`src/rtl/fifo_rdstream_if.sv`:
```
// Handshake bundle between fifo_rdstream, its FIFO controller/memory and the
// downstream consumer. The master side is the streaming block itself.
interface fifo_rdstream_if #(
   parameter int unsigned DW   = 8,
   parameter int unsigned ADDR = 4
);
   logic            notempty;
   logic [ADDR:0]   fifolen;
   logic            fiford;
   logic            fifoflsh;
   logic [DW-1:0]   mem_rdat;
   logic            out_vld;
   logic [DW-1:0]   out_dat;
   logic            out_rdy;
   logic            flush_req;
   logic            flush_done;
   logic [ADDR+1:0] avail;

   modport master (
      input  notempty, fifolen, mem_rdat, out_rdy, flush_req,
      output fiford, fifoflsh, out_vld, out_dat, flush_done, avail
   );

   modport slave (
      output notempty, fifolen, mem_rdat, out_rdy, flush_req,
      input  fiford, fifoflsh, out_vld, out_dat, flush_done, avail
   );
endinterface

```
`src/rtl/fifo_rdstream.sv`:
```
// Turns a FIFO controller + 1-cycle-latency memory into a valid/ready stream
// through a 2-entry skid buffer, with a drain/flush sequence on request.
module fifo_rdstream #(
   parameter int unsigned DW   = 8,
   parameter int unsigned ADDR = 4
) (
   input  logic            clk,
   input  logic            rst_n,
   fifo_rdstream_if.master bus
);
   localparam int unsigned CW = 2;
   localparam int unsigned OW = 3;
   localparam int unsigned AW = ADDR + 2;

   typedef enum logic [1:0] {RUN, DRAIN, FLSH, DONE} state_e;

   state_e        state_q, state_d;
   logic [DW-1:0] slot_q [2];
   logic          rd_ptr_q, rd_ptr_d;
   logic          wr_ptr_q, wr_ptr_d;
   logic [CW-1:0] cnt_q, cnt_d;
   logic          inflt_q, inflt_d;

   logic          out_vld_c;
   logic          xfer_c;
   logic          fiford_c;
   logic          fifoflsh_c;
   logic          flush_done_c;
   logic [OW-1:0] occ_nx_c;

   // FSM: next state and strobes
   always_comb begin
      state_d      = state_q;
      fiford_c     = 1'b0;
      fifoflsh_c   = 1'b0;
      flush_done_c = 1'b0;
      out_vld_c    = (state_q == RUN) && (cnt_q != '0);
      xfer_c       = out_vld_c && bus.out_rdy;
      // occupancy after this edge if no new read is launched
      occ_nx_c     = OW'(cnt_q) + OW'(inflt_q) - OW'(xfer_c);
      unique case (state_q)
         RUN: begin
            fiford_c = bus.notempty && (occ_nx_c < OW'(2));
            if (bus.flush_req) state_d = DRAIN;
         end
         DRAIN: begin
            // no read is launched here, so any in-flight word lands on this edge
            state_d = FLSH;
         end
         FLSH: begin
            fifoflsh_c = 1'b1;
            state_d    = DONE;
         end
         DONE: begin
            flush_done_c = 1'b1;
            state_d      = RUN;
         end
         default: state_d = RUN;
      endcase
   end

   always_ff @(posedge clk or negedge rst_n) begin
      if (!rst_n) state_q <= RUN;
      else        state_q <= state_d;
   end

   // Buffer bookkeeping
   always_comb begin
      inflt_d  = fiford_c;
      rd_ptr_d = rd_ptr_q;
      wr_ptr_d = wr_ptr_q;
      cnt_d    = cnt_q + CW'(inflt_q) - CW'(xfer_c);
      if (inflt_q) wr_ptr_d = ~wr_ptr_q;
      if (xfer_c)  rd_ptr_d = ~rd_ptr_q;
      if (state_q == FLSH) begin
         cnt_d    = '0;
         wr_ptr_d = rd_ptr_q;
      end
   end

   always_ff @(posedge clk or negedge rst_n) begin
      if (!rst_n) begin
         cnt_q     <= '0;
         inflt_q   <= 1'b0;
         rd_ptr_q  <= 1'b0;
         wr_ptr_q  <= 1'b0;
         slot_q[0] <= '0;
         slot_q[1] <= '0;
      end else begin
         cnt_q    <= cnt_d;
         inflt_q  <= inflt_d;
         rd_ptr_q <= rd_ptr_d;
         wr_ptr_q <= wr_ptr_d;
         if (inflt_q) slot_q[wr_ptr_q] <= bus.mem_rdat;
      end
   end

   assign bus.fiford     = fiford_c;
   assign bus.fifoflsh   = fifoflsh_c;
   assign bus.flush_done = flush_done_c;
   assign bus.out_vld    = out_vld_c;
   assign bus.out_dat    = slot_q[rd_ptr_q];
   assign bus.avail      = AW'(bus.fifolen) + AW'(cnt_q) + AW'(inflt_q);

`ifndef SYNTHESIS
   a_occ_bound: assert property (@(posedge clk) disable iff (!rst_n)
      (OW'(cnt_q) + OW'(inflt_q)) <= OW'(2));
   a_flsh_pulse: assert property (@(posedge clk) disable iff (!rst_n)
      fifoflsh_c |=> !fifoflsh_c);
`endif

endmodule

```
`src/flat_wrapper.sv`:
```
// flat-port wrapper written by rule: the top's interface ports become plain ports
module fifo_rdstream_flat 
#(
   parameter int unsigned DW   = 8,
   parameter int unsigned ADDR = 4
)
  (clk, rst_n, bus_notempty, bus_fifolen, bus_mem_rdat, bus_out_rdy, bus_flush_req, bus_fiford, bus_fifoflsh, bus_out_vld, bus_out_dat, bus_flush_done, bus_avail);
  fifo_rdstream_if #(.DW(DW), .ADDR(ADDR)) bus_i ();
  input  logic clk;
  input  logic rst_n;
  input wire logic [$bits(bus_i.notempty)-1:0] bus_notempty;
  input wire logic [$bits(bus_i.fifolen)-1:0] bus_fifolen;
  input wire logic [$bits(bus_i.mem_rdat)-1:0] bus_mem_rdat;
  input wire logic [$bits(bus_i.out_rdy)-1:0] bus_out_rdy;
  input wire logic [$bits(bus_i.flush_req)-1:0] bus_flush_req;
  output wire logic [$bits(bus_i.fiford)-1:0] bus_fiford;
  output wire logic [$bits(bus_i.fifoflsh)-1:0] bus_fifoflsh;
  output wire logic [$bits(bus_i.out_vld)-1:0] bus_out_vld;
  output wire logic [$bits(bus_i.out_dat)-1:0] bus_out_dat;
  output wire logic [$bits(bus_i.flush_done)-1:0] bus_flush_done;
  output wire logic [$bits(bus_i.avail)-1:0] bus_avail;
  assign bus_i.notempty = bus_notempty;
  assign bus_i.fifolen = bus_fifolen;
  assign bus_i.mem_rdat = bus_mem_rdat;
  assign bus_i.out_rdy = bus_out_rdy;
  assign bus_i.flush_req = bus_flush_req;
  assign bus_fiford = bus_i.fiford;
  assign bus_fifoflsh = bus_i.fifoflsh;
  assign bus_out_vld = bus_i.out_vld;
  assign bus_out_dat = bus_i.out_dat;
  assign bus_flush_done = bus_i.flush_done;
  assign bus_avail = bus_i.avail;
  fifo_rdstream #(.DW(DW), .ADDR(ADDR)) u_core (.clk(clk), .rst_n(rst_n), .bus(bus_i));
endmodule
```
`config.mk`:
```
export PLATFORM = sky130hd
export DESIGN_NAME = fifo_rdstream_flat
export DESIGN_NICKNAME = d
export VERILOG_FILES = /design/src/rtl/fifo_rdstream_if.sv /design/src/rtl/fifo_rdstream.sv /design/src/flat_wrapper.sv
export SDC_FILE = /design/constraint.sdc
export NUM_CORES = 1
export LEC_CHECK = 0
export BUFFER_PORTS_ARGS = -buffer_cell sky130_fd_sc_hd__buf_2
export CORE_MARGIN = 2
export CORE_UTILIZATION = 45
export DETAILED_ROUTE_END_ITERATION = 10
export GPL_TIMING_DRIVEN = 0
export PLACE_DENSITY = 0.76
export SYNTH_ARGS = -nofsm -noshare
export SYNTH_HDL_FRONTEND = slang
export SYNTH_SLANG_ARGS = --single-unit
```
`constraint.sdc`:
```
create_clock -name clk -period 2.4 [get_ports clk]
set_clock_uncertainty 0.1 [all_clocks]
set_input_delay 0.48 -clock clk [delete_from_list [all_inputs] [get_ports clk]]
set_output_delay 0.48 -clock clk [all_outputs]
set_load 0.03 [all_outputs]
```
==> results of run 1 <==
==> report_power, final <==
part / internal (W) / switching (W)
logic: 0.000651 / 0.000785
registers: 0.000581 / 0.000111
clock network: 0.0000622 / 0.000115
==> per-layer routing <==
metal  track usage [%]  wire length [um]
met1              18.6               993
met4              6.97                12
met3              3.26               101
met2              29.8              1310
met5                 0                 0
==> cell families after synthesis <==
| family | after synthesis |
|---|---|
| compound gates | 5 |
| xor+xnor | 6 |
| fa+ha+maj | 10 |
| buf+inv | 10 |
| flops | 23 |
| mux | 25 |
| simple gates | 12 |
==> sequential cells by signal, summed over array words and instances (netlist names) <==
| name | cells |
|---|---|
| u_core.rd_ptr_q | 1 |
| u_core.wr_ptr_q | 1 |
| u_core.inflt_q | 1 |
| u_core.state_q | 2 |
| u_core.cnt_q | 2 |
| u_core.slot_q | 16 |
==> synthesized netlist by cell type <==
library cell  count  area, um2
a21oi_1           1       5.00
and2_1            1       6.26
buf_2             1       5.00
dfrtp_1          23        576
fa_1              3       60.1
ha_1              7       87.6
inv_1             8       30.0
inv_2             1       3.75
mux2_2           25        282
nand2_1           1       3.75
nand2_2           1       6.26
nand3_1           2       10.0
nor2_1            2       7.51
nor2_4            1       11.3
nor2b_1           3       18.8
nor3_1            1       5.00
o2111a_1          1       11.3
o21a_1            1       7.51
o21ai_0           2       10.0
xnor2_1           3       26.3
xor2_1            3       26.3
==> cell usage in the layout, fill, tap and decap left out, drive strengths merged <==
master / Yosys / final
clkinv: 0 / 1
a21oi: 1 / 1
mux2: 25 / 25
o21ai: 2 / 2
ha: 7 / 7
and2: 1 / 1
dfrtp: 23 / 23
xor2: 3 / 3
inv: 9 / 9
xnor2: 3 / 3
nor2: 3 / 3
fa: 3 / 3
o2111a: 1 / 1
nand3: 2 / 2
nand2: 2 / 2
buf: 1 / 46
o21a: 1 / 1
clkbuf: 0 / 3
nor2b: 3 / 3
nor3: 1 / 1
==> area by class of cell <==
type / instances / area, um2 / share of cell area [%]
plain buffers: 1 / 5.00 / 0.309
clock buffers: 3 / 22.5 / 1.39
clock inverters: 1 / 5.00 / 0.309
inverters: 9 / 33.8 / 2.09
multi-input cells: 58 / 667 / 41.2
flip-flops and latches: 23 / 578 / 35.7
well taps: 30 / 37.5 / 2.32
repair buffers: 45 / 270 / 16.7
==> what timing repair did <==
item | in CTS | in global routing
buffers inserted | 9 | 1
gates resized for setup | 14 | 2
pin swaps | 6 | 2
setup endpoints to repair | 6 | 6
hold endpoints to repair | 0 | 0
==> final timing paths <==
| check | start | end | slack, ns |
|---|---|---|---|
| worst min register to register | u_core.slot_q[6] | u_core.slot_q[6] | 0.42 |
| worst max-delay path | u_core.state_q[0] | bus_fiford | -0.64 |
| min in group clk | bus_mem_rdat[3] | u_core.slot_q[11] | 0.30 |
| worst max register to register | u_core.state_q[0] | u_core.inflt_q | 0.11 |
| worst min-delay path | rst_n | u_core.slot_q[0] | 0.01 |
| max in group asynchronous | rst_n | u_core.inflt_q | 1.83 |
==> metrics by stage <==
stage | cells | setup slack, ns
detailed placement | 156 | -0.505
global route | 170 | -0.738
floorplan | 91 | -0.374
finish | 170 | -0.642
CTS | 169 | -0.667
global placement | 156 | -0.463
==> results.sh, run 1 <==
export IMPL_cts_root_buf="clkbuf_4"
export IMPL_worstPathArrival_ns=2.46
export IMPL_core_um2=2500
export IMPL_cts_sinks=23
export IMPL_relSlewSlack_pct=67.0
export IMPL_worstPathCellList="inv_2 > ha_4 > o21a_4 > and2_4 > ha_4 > inv_2 > ha_4 > inv_2 > fa_2 > nand3_2 > nor2_4 > buf_6"
export IMPL_rows=18
export IMPL_die_height_um=55.6
export IMPL_syn_inst=91
export IMPL_slowest_delay_ns=0.54
export IMPL_p_leak_nw=0.786
export IMPL_final_min_clock_period_ns=3.04
export IMPL_synth_xor_area_share_pct=4.38
export IMPL_htreeDepth=1
export IMPL_slowest_stage="fa_2"
export IMPL_critPathRequiredTime_ns=1.82
export IMPL_grt_max_degree=24
export IMPL_grt_pass1_wl_um=3950
export IMPL_path_max_fanout=2
export IMPL_hold_path_class="in2async"
export IMPL_cp_num_cells=12
export IMPL_syn_mean_instance_area_um2=13.2
export IMPL_setup_viol=4
export IMPL_dieArea_um2=3090
export IMPL_ir_worst_vdd_uv=785
export IMPL_die_w_um=55.6
export IMPL_clk_path_buf_depth=2
export IMPL_cts_tree="yes"
export IMPL_fin_nets=169
export IMPL_hold_violations=0
export IMPL_reg2reg_depth=12
export IMPL_setup_tns_ns=-0.861
export IMPL_final_util_pct=64.8
export IMPL_path_delay_family="adder cells"
export IMPL_vias_per_cell=4.90
export IMPL_synth_simple_area_share_pct=5.74
export IMPL_placed_area_um2=1470
export IMPL_grt_remaining_overflow=0
export IMPL_area_growth_pct=35.1
export IMPL_synth_mux_area_share_pct=23.5
export IMPL_worst_slack_ns=-0.642
export IMPL_synth_compound_area_share_pct=2.82
export IMPL_worstSetupEndpointType="primary output"
export IMPL_fin_worst_hold_slack_ns=0.0141
export IMPL_dp_hpwl_um=1730
export IMPL_routabilityCongestion=0.783
export IMPL_maxCapViolations=0
export IMPL_cts_buffers_inserted=3
export IMPL_cp_start_kind="register"
export IMPL_fmax_mhz=329
export IMPL_start_util_pct=47.9
export IMPL_ys_seq_elements=23
export IMPL_grt_usage_pct=16.4
export IMPL_rsz0062_at_grt="yes"
export IMPL_syn_area_um2=1200
export IMPL_drc=0
export IMPL_final_area_um2=1620
export IMPL_post_drt_wl_per_cell_um=14.2
export IMPL_grt_pass1_vias=887
export IMPL_synth_top_family_by_area="multiplexers"
export IMPL_clk_latency_ns=0.31
export IMPL_synthAdderAreaFrac_pct=12.3
export IMPL_yosysUniqueCellTypes=21
export IMPL_drtIter0Drc=5
export IMPL_period_share_pct=127
export IMPL_seq_area_frac_synth_pct=48.0
export IMPL_fillCellCount=196
export IMPL_cts_hold_buffers=0
export IMPL_vias=833
export IMPL_cp_buffers_inverters=4
export IMPL_antenna_found_initial=0
export IMPL_diodes=0
export IMPL_power_w=0.00231
export IMPL_drive_gt1_share_pct=68.6
export IMPL_ys_warn_count=0
export IMPL_ant_nets=0
export IMPL_io_pins=36
export IMPL_tightest_slew_ns=0.495
export IMPL_drv_slew=0
export IMPL_violations="negative setup slack"
export IMPL_clk_pin_slew_ns=0.13
export IMPL_p_per_area_nw_per_um2=1420
export IMPL_outcome="complete, but fails checks"
export IMPL_portBuffers=35
export IMPL_synth_nets=119
export IMPL_routed_wl_um=2410
export IMPL_first_pass_iters=3
export IMPL_critPathKind="reg2out"
Power figures use the tool's default switching activity.
==> run 2, diff against run 1 <==
- CORE_MARGIN: 2 -> 10
- CORE_UTILIZATION: 45 -> 54
- PLACE_DENSITY: 0.76 -> 0.85
- clock period: 2.4 -> 3.7 ns (I/O delays scaled with it)
==> results.sh, run 2 (synthesis gave the netlist of run 1 again) <==
export IMPL_slowest_delay_ns=0.50
export IMPL_critPathKind="reg2out"
export IMPL_relSlewSlack_pct=66.7
export IMPL_pwr_share_seq_pct=33.1
export IMPL_setup_viol=0
export IMPL_slowest_stage="fa_1"
export IMPL_routabilityCongestion=0.686
export IMPL_area_growth_pct=21.9
export IMPL_drv_slew=0
export IMPL_reg2reg_depth=11
export IMPL_hold_violations=0
export IMPL_comb_power_share_pct=58.8
export IMPL_worstPathArrival_ns=2.68
export IMPL_outcome="finished clean"
export IMPL_regMostFlops="u_core.slot_q"
export IMPL_clk_path_buf_depth=2
export IMPL_setup_tns_ns=0
export IMPL_portBuffers=35
export IMPL_ant_nets=0
export IMPL_cts_tree="yes"
export IMPL_dp_hpwl_um=2040
export IMPL_clk_pin_slew_ns=0.12
export IMPL_drtIter0Drc=9
export IMPL_routed_wl_um=2490
export IMPL_cts_sinks=23
export IMPL_start_util_pct=58.7
export IMPL_die_height_um=67.1
export IMPL_cts_buffers_inserted=3
export IMPL_tightest_slew_ns=0.499
export IMPL_largest_reg_flops=16
export IMPL_vias_per_cell=5.18
export IMPL_ir_worst_vdd_uv=601
export IMPL_cp_buffers_inverters=4
export IMPL_io_pins=36
export IMPL_swShare_pct=44.7
export IMPL_period_share_pct=95.2
export IMPL_worstSetupEndpointType="primary output"
export IMPL_fmax_mhz=284
export IMPL_fin_nets=161
export IMPL_diodes=0
export IMPL_final_cell_mix="buf_2, mux2_2, dfrtp_1"
export IMPL_fillCellCount=158
export IMPL_p_leak_nw=0.735
export IMPL_drc=0
export IMPL_grt_pass1_wl_um=3990
export IMPL_cp_start_kind="register"
export IMPL_grt_usage_pct=11.3
export IMPL_switchingPower_w=0.000608
export IMPL_htreeDepth=1
export IMPL_grt_remaining_overflow=0
export IMPL_clk_latency_ns=0.29
export IMPL_top_regs="u_core.slot_q: 16 flops, u_core.cnt_q: 2 flops, u_core.state_q: 2 flops"
export IMPL_rsz0062_at_grt="no"
export IMPL_final_common_cell="buf_2"
export IMPL_post_drt_wl_per_cell_um=15.7
export IMPL_rows=16
export IMPL_p_per_area_nw_per_um2=931
export IMPL_cp_num_cells=12
export IMPL_antenna_found_initial=0
export IMPL_final_min_clock_period_ns=3.52
export IMPL_hold_path_class="in2async"
export IMPL_dieArea_um2=4500
export IMPL_path_delay_family="adder cells"
export IMPL_core_um2=2040
export IMPL_critPathRequiredTime_ns=2.86
export IMPL_path_max_fanout=4
export IMPL_grt_pass1_vias=893
export IMPL_grt_max_degree=24
export IMPL_drive_gt1_share_pct=55.3
export IMPL_worstPathCellList="inv_2 > ha_2 > o21a_1 > and2_1 > ha_1 > inv_1 > ha_1 > inv_1 > fa_1 > nand3_1 > nor2_2 > buf_6"
export IMPL_p_int_w=0.000752
export IMPL_cts_root_buf="clkbuf_4"
export IMPL_die_w_um=67.1
export IMPL_clock_power_share_pct=8.1
export IMPL_vias=823
export IMPL_first_pass_iters=4
export IMPL_maxCapViolations=0
export IMPL_power_w=0.00136
[run 2: cell count changes in the layout (fill, tap and decap cells not counted), sizes merged]
cell  delta
buf      -8
[run 2: path summary, 6_finish.rpt]
check | startpoint | to | slack, ns
setup / recovery | u_core.state_q[0] | bus_fiford | 0.18
hold / removal | rst_n | u_core.slot_q[11] | 0.28
setup reg to reg | u_core.state_q[0] | u_core.inflt_q | 1.29
hold reg to reg | u_core.slot_q[9] | u_core.slot_q[9] | 0.42
max in group asynchronous | rst_n | u_core.wr_ptr_q | 2.87
min in group clk | u_core.slot_q[9] | u_core.slot_q[9] | 0.42
[run 2: routing by layer]
layer / up-vias / GRT usage, % / share of wire [%]
li1: 387 / - / -
met1: 420 / 11.1 / 36
met2: 16 / 22.0 / 59
met3: 0 / 3.85 / 5.5
met4: 0 / 2.82 / 0
met5: - / 0 / 0
[run 2: power by group through the flow]
stage / registers [W] / logic, W / clock network (W)
2_1_floorplan: 0.000436 / 0.000605 / 0
4_1_cts: 0.000454 / 0.000784 / 0.000115
5_1_grt: 0.000467 / 0.000874 / 0.000127
6_report: 0.000450 / 0.000800 / 0.000110
3_5_place_dp: 0.000459 / 0.000781 / 0
3_3_place_gp: 0.000445 / 0.000753 / 0
[run 2: worst reg2reg max path, cell delays in order, from the launching register on]
cell and delay, ns:
dfrtp_1 0.41, inv_2 0.09, ha_2 0.21, o21a_1 0.15, and2_1 0.18, ha_1 0.24, inv_1 0.06, ha_1 0.13
inv_1 0.05, fa_1 0.50, nand3_1 0.09, nor2_2 0.13
[run 2: what timing repair did]
action                                  4_1_cts  5_1_grt
hold buffers                                  0        0
setup buffers                                 0        2
endpoints found under the setup margin        0        1
gates resized for setup                       0        6
[run 2: cell type report]
| cell class | count | area, um2 | share of cell area (%) |
|---|---|---|---|
| multi-input combinational | 58 | 589 | 40.3 |
| sequential | 23 | 576 | 39.4 |
| timing repair buffer | 37 | 196 | 13.4 |
| inverter | 9 | 33.8 | 2.31 |
| tap | 27 | 33.8 | 2.31 |
| clock buffer | 3 | 22.5 | 1.54 |
| clock inverter | 1 | 5.00 | 0.342 |
| buffer | 1 | 5.00 | 0.342 |
[run 2: per-stage QoR]
stage          utilization [%]  area, um2  hold WS (ns)  cells  setup WS (ns)
2_1_floorplan                -       1200         0.344     91          0.284
3_3_place_gp              68.9       1410         0.381    153          0.438
3_5_place_dp              68.9       1410         0.393    153          0.401
4_1_cts                   70.3       1440         0.283    157         0.0367
5_1_grt                   71.6       1460         0.292    159        0.00556
6_report                  71.6       1460         0.283    159          0.177
==> run 3, diff against run 2 <==
- BUFFER_PORTS_ARGS: -buffer_cell sky130_fd_sc_hd__buf_2 -> -buffer_cell sky130_fd_sc_hd__clkbuf_2
==> results.sh, run 3 (synthesis gave the netlist of run 1 again) <==
export IMPL_outcome="finished clean"
export IMPL_rows=16
export IMPL_period_share_pct=96.6
export IMPL_drive_gt1_share_pct=56.0
export IMPL_core_um2=2040
export IMPL_reg2reg_setup_slack_ns=1.19
export IMPL_critPathKind="reg2out"
export IMPL_hold_violations=0
export IMPL_dieArea_um2=4500
export IMPL_drc=0
export IMPL_dp_hpwl_um=2120
export IMPL_p_per_area_nw_per_um2=948
export IMPL_diodes=0
export IMPL_final_common_cell="clkbuf_2"
export IMPL_vias_per_cell=5.12
export IMPL_grt_pass1_vias=891
export IMPL_largest_reg_flops=16
export IMPL_grt_max_degree=24
export IMPL_routed_wl_um=2670
export IMPL_top_regs="u_core.slot_q: 16 flops, u_core.cnt_q: 2 flops, u_core.state_q: 2 flops"
export IMPL_cts_sinks=23
export IMPL_vias=824
export IMPL_clk_path_buf_depth=2
export IMPL_power_w=0.00141
export IMPL_die_w_um=67.1
export IMPL_maxCapViolations=0
export IMPL_worstReg2RegEnd="u_core.inflt_q"
export IMPL_grt_usage_pct=12.3
export IMPL_clk_latency_ns=0.31
export IMPL_htreeDepth=1
export IMPL_hold_path_class="in2async"
export IMPL_worstSetupEndpointType="primary output"
export IMPL_ir_worst_vdd_uv=651
export IMPL_area_growth_pct=24.1
export IMPL_highest_layer="met4"
export IMPL_post_drt_wl_per_cell_um=16.6
export IMPL_dr_wl_met2_um=1570
export IMPL_path_max_fanout=3
export IMPL_grt_remaining_overflow=0
export IMPL_cp_start_kind="register"
export IMPL_tightest_slew_ns=0.571
export IMPL_fin_nets=163
export IMPL_cts_hold_buffers=0
export IMPL_cts_tree="yes"
export IMPL_met3WireLength_um=163
export IMPL_rr_startpoint="u_core.state_q[1]"
export IMPL_cts_root_buf="clkbuf_4"
export IMPL_clk_pin_slew_ns=0.12
export IMPL_regMostFlops="u_core.slot_q"
export IMPL_placed_area_um2=1410
export IMPL_final_cell_mix="clkbuf_2, mux2_2, dfrtp_1"
export IMPL_ant_nets=0
export IMPL_reg2reg_depth=12
export IMPL_start_util_pct=58.7
export IMPL_fillCellCount=150
export IMPL_drv_slew=0
export IMPL_setup_viol=0
export IMPL_met1Wirelength_um=914
export IMPL_die_height_um=67.1
export IMPL_portBuffers=35
export IMPL_final_util_pct=72.9
export IMPL_fmax_mhz=280
export IMPL_first_pass_iters=4
export IMPL_antenna_found_initial=0
export IMPL_drtIter0Drc=6
export IMPL_critPathRequiredTime_ns=2.86
export IMPL_grt_pass1_wl_um=4220
export IMPL_worst_slack_ns=0.126
export IMPL_relSlewSlack_pct=61.9
export IMPL_preCtsSetupSlack_ns=0.306
export IMPL_cts_buffers_inserted=3
export IMPL_routabilityCongestion=0.703
export IMPL_final_min_clock_period_ns=3.57
export IMPL_io_pins=36
export IMPL_final_area_um2=1490
export IMPL_worstPathArrival_ns=2.73
export IMPL_p_leak_nw=0.745
export IMPL_fin_worst_hold_slack_ns=0.294
[run 3: cell types whose count changed in the layout (fill, tap and decap cells not counted), sizes merged]
cell,before,now
clkbuf,3,39
buf,38,5
clkinv,1,0
[run 3: report_power, final]
group	total [W]	internal, W	leakage [nW]	switching (W)
sequential	0.000457	0.000376	0.277	0.0000811
combinational	0.000838	0.000357	0.454	0.000480
clock	0.000116	0.0000422	0.0150	0.0000733
[run 3: cell type report]
| cell class | count | area (um2) | share of cell area (%) |
|---|---|---|---|
| Clock buffer | 4 | 26.3 | 1.77 |
| Inverter | 9 | 33.8 | 2.27 |
| Multi-Input combinational cell | 58 | 599 | 40.3 |
| Buffer | 1 | 5.00 | 0.336 |
| Timing Repair Buffer | 39 | 214 | 14.4 |
| Sequential cell | 23 | 576 | 38.7 |
| Tap cell | 27 | 33.8 | 2.27 |
[run 3: metal layers]
metal / vias to the layer above / global-route usage, %
met3: 5 / 4.68
met4: 0 / 3.08
met5: - / 0
met2: 19 / 23.6
met1: 409 / 11.9
li1: 391 / -
[run 3: metrics by stage]
stage          setup TNS (ns)  cells
2_1_floorplan               0     91
3_3_place_gp                0    153
3_5_place_dp                0    153
4_1_cts                     0    157
5_1_grt               -0.0150    161
6_report                    0    161
[run 3: how the worst max path moves through the flow]
stage	slack (ns)	startpoint	cells after the start	to
6_report	0.13	u_core.state_q[1]	12	bus_fiford
5_1_grt	-0.02	u_core.state_q[0]	12	bus_fiford
4_1_cts	0.01	u_core.state_q[0]	12	bus_fiford
3_5_place_dp	0.31	u_core.state_q[0]	12	bus_fiford
3_3_place_gp	0.44	bus_out_rdy	10	bus_fiford
2_1_floorplan	0.28	u_core.state_q[0]	11	bus_fiford
[run 3: repair_timing]
item,CTS,global route
pin swaps,0,1
setup buffers,0,4
setup endpoints to repair,1,1
endpoints found under the hold margin,0,0
resized for setup,4,3
[run 3: critical path, stage by stage, from the launching register on]
cell and delay, ns:
dfrtp_1 0.41, inv_2 0.07, ha_4 0.17, o21a_1 0.11, and2_1 0.18, ha_1 0.29, inv_1 0.06, ha_1 0.13
inv_1 0.05, fa_1 0.52, nand3_1 0.10, nor2_2 0.15, clkbuf_8 0.17
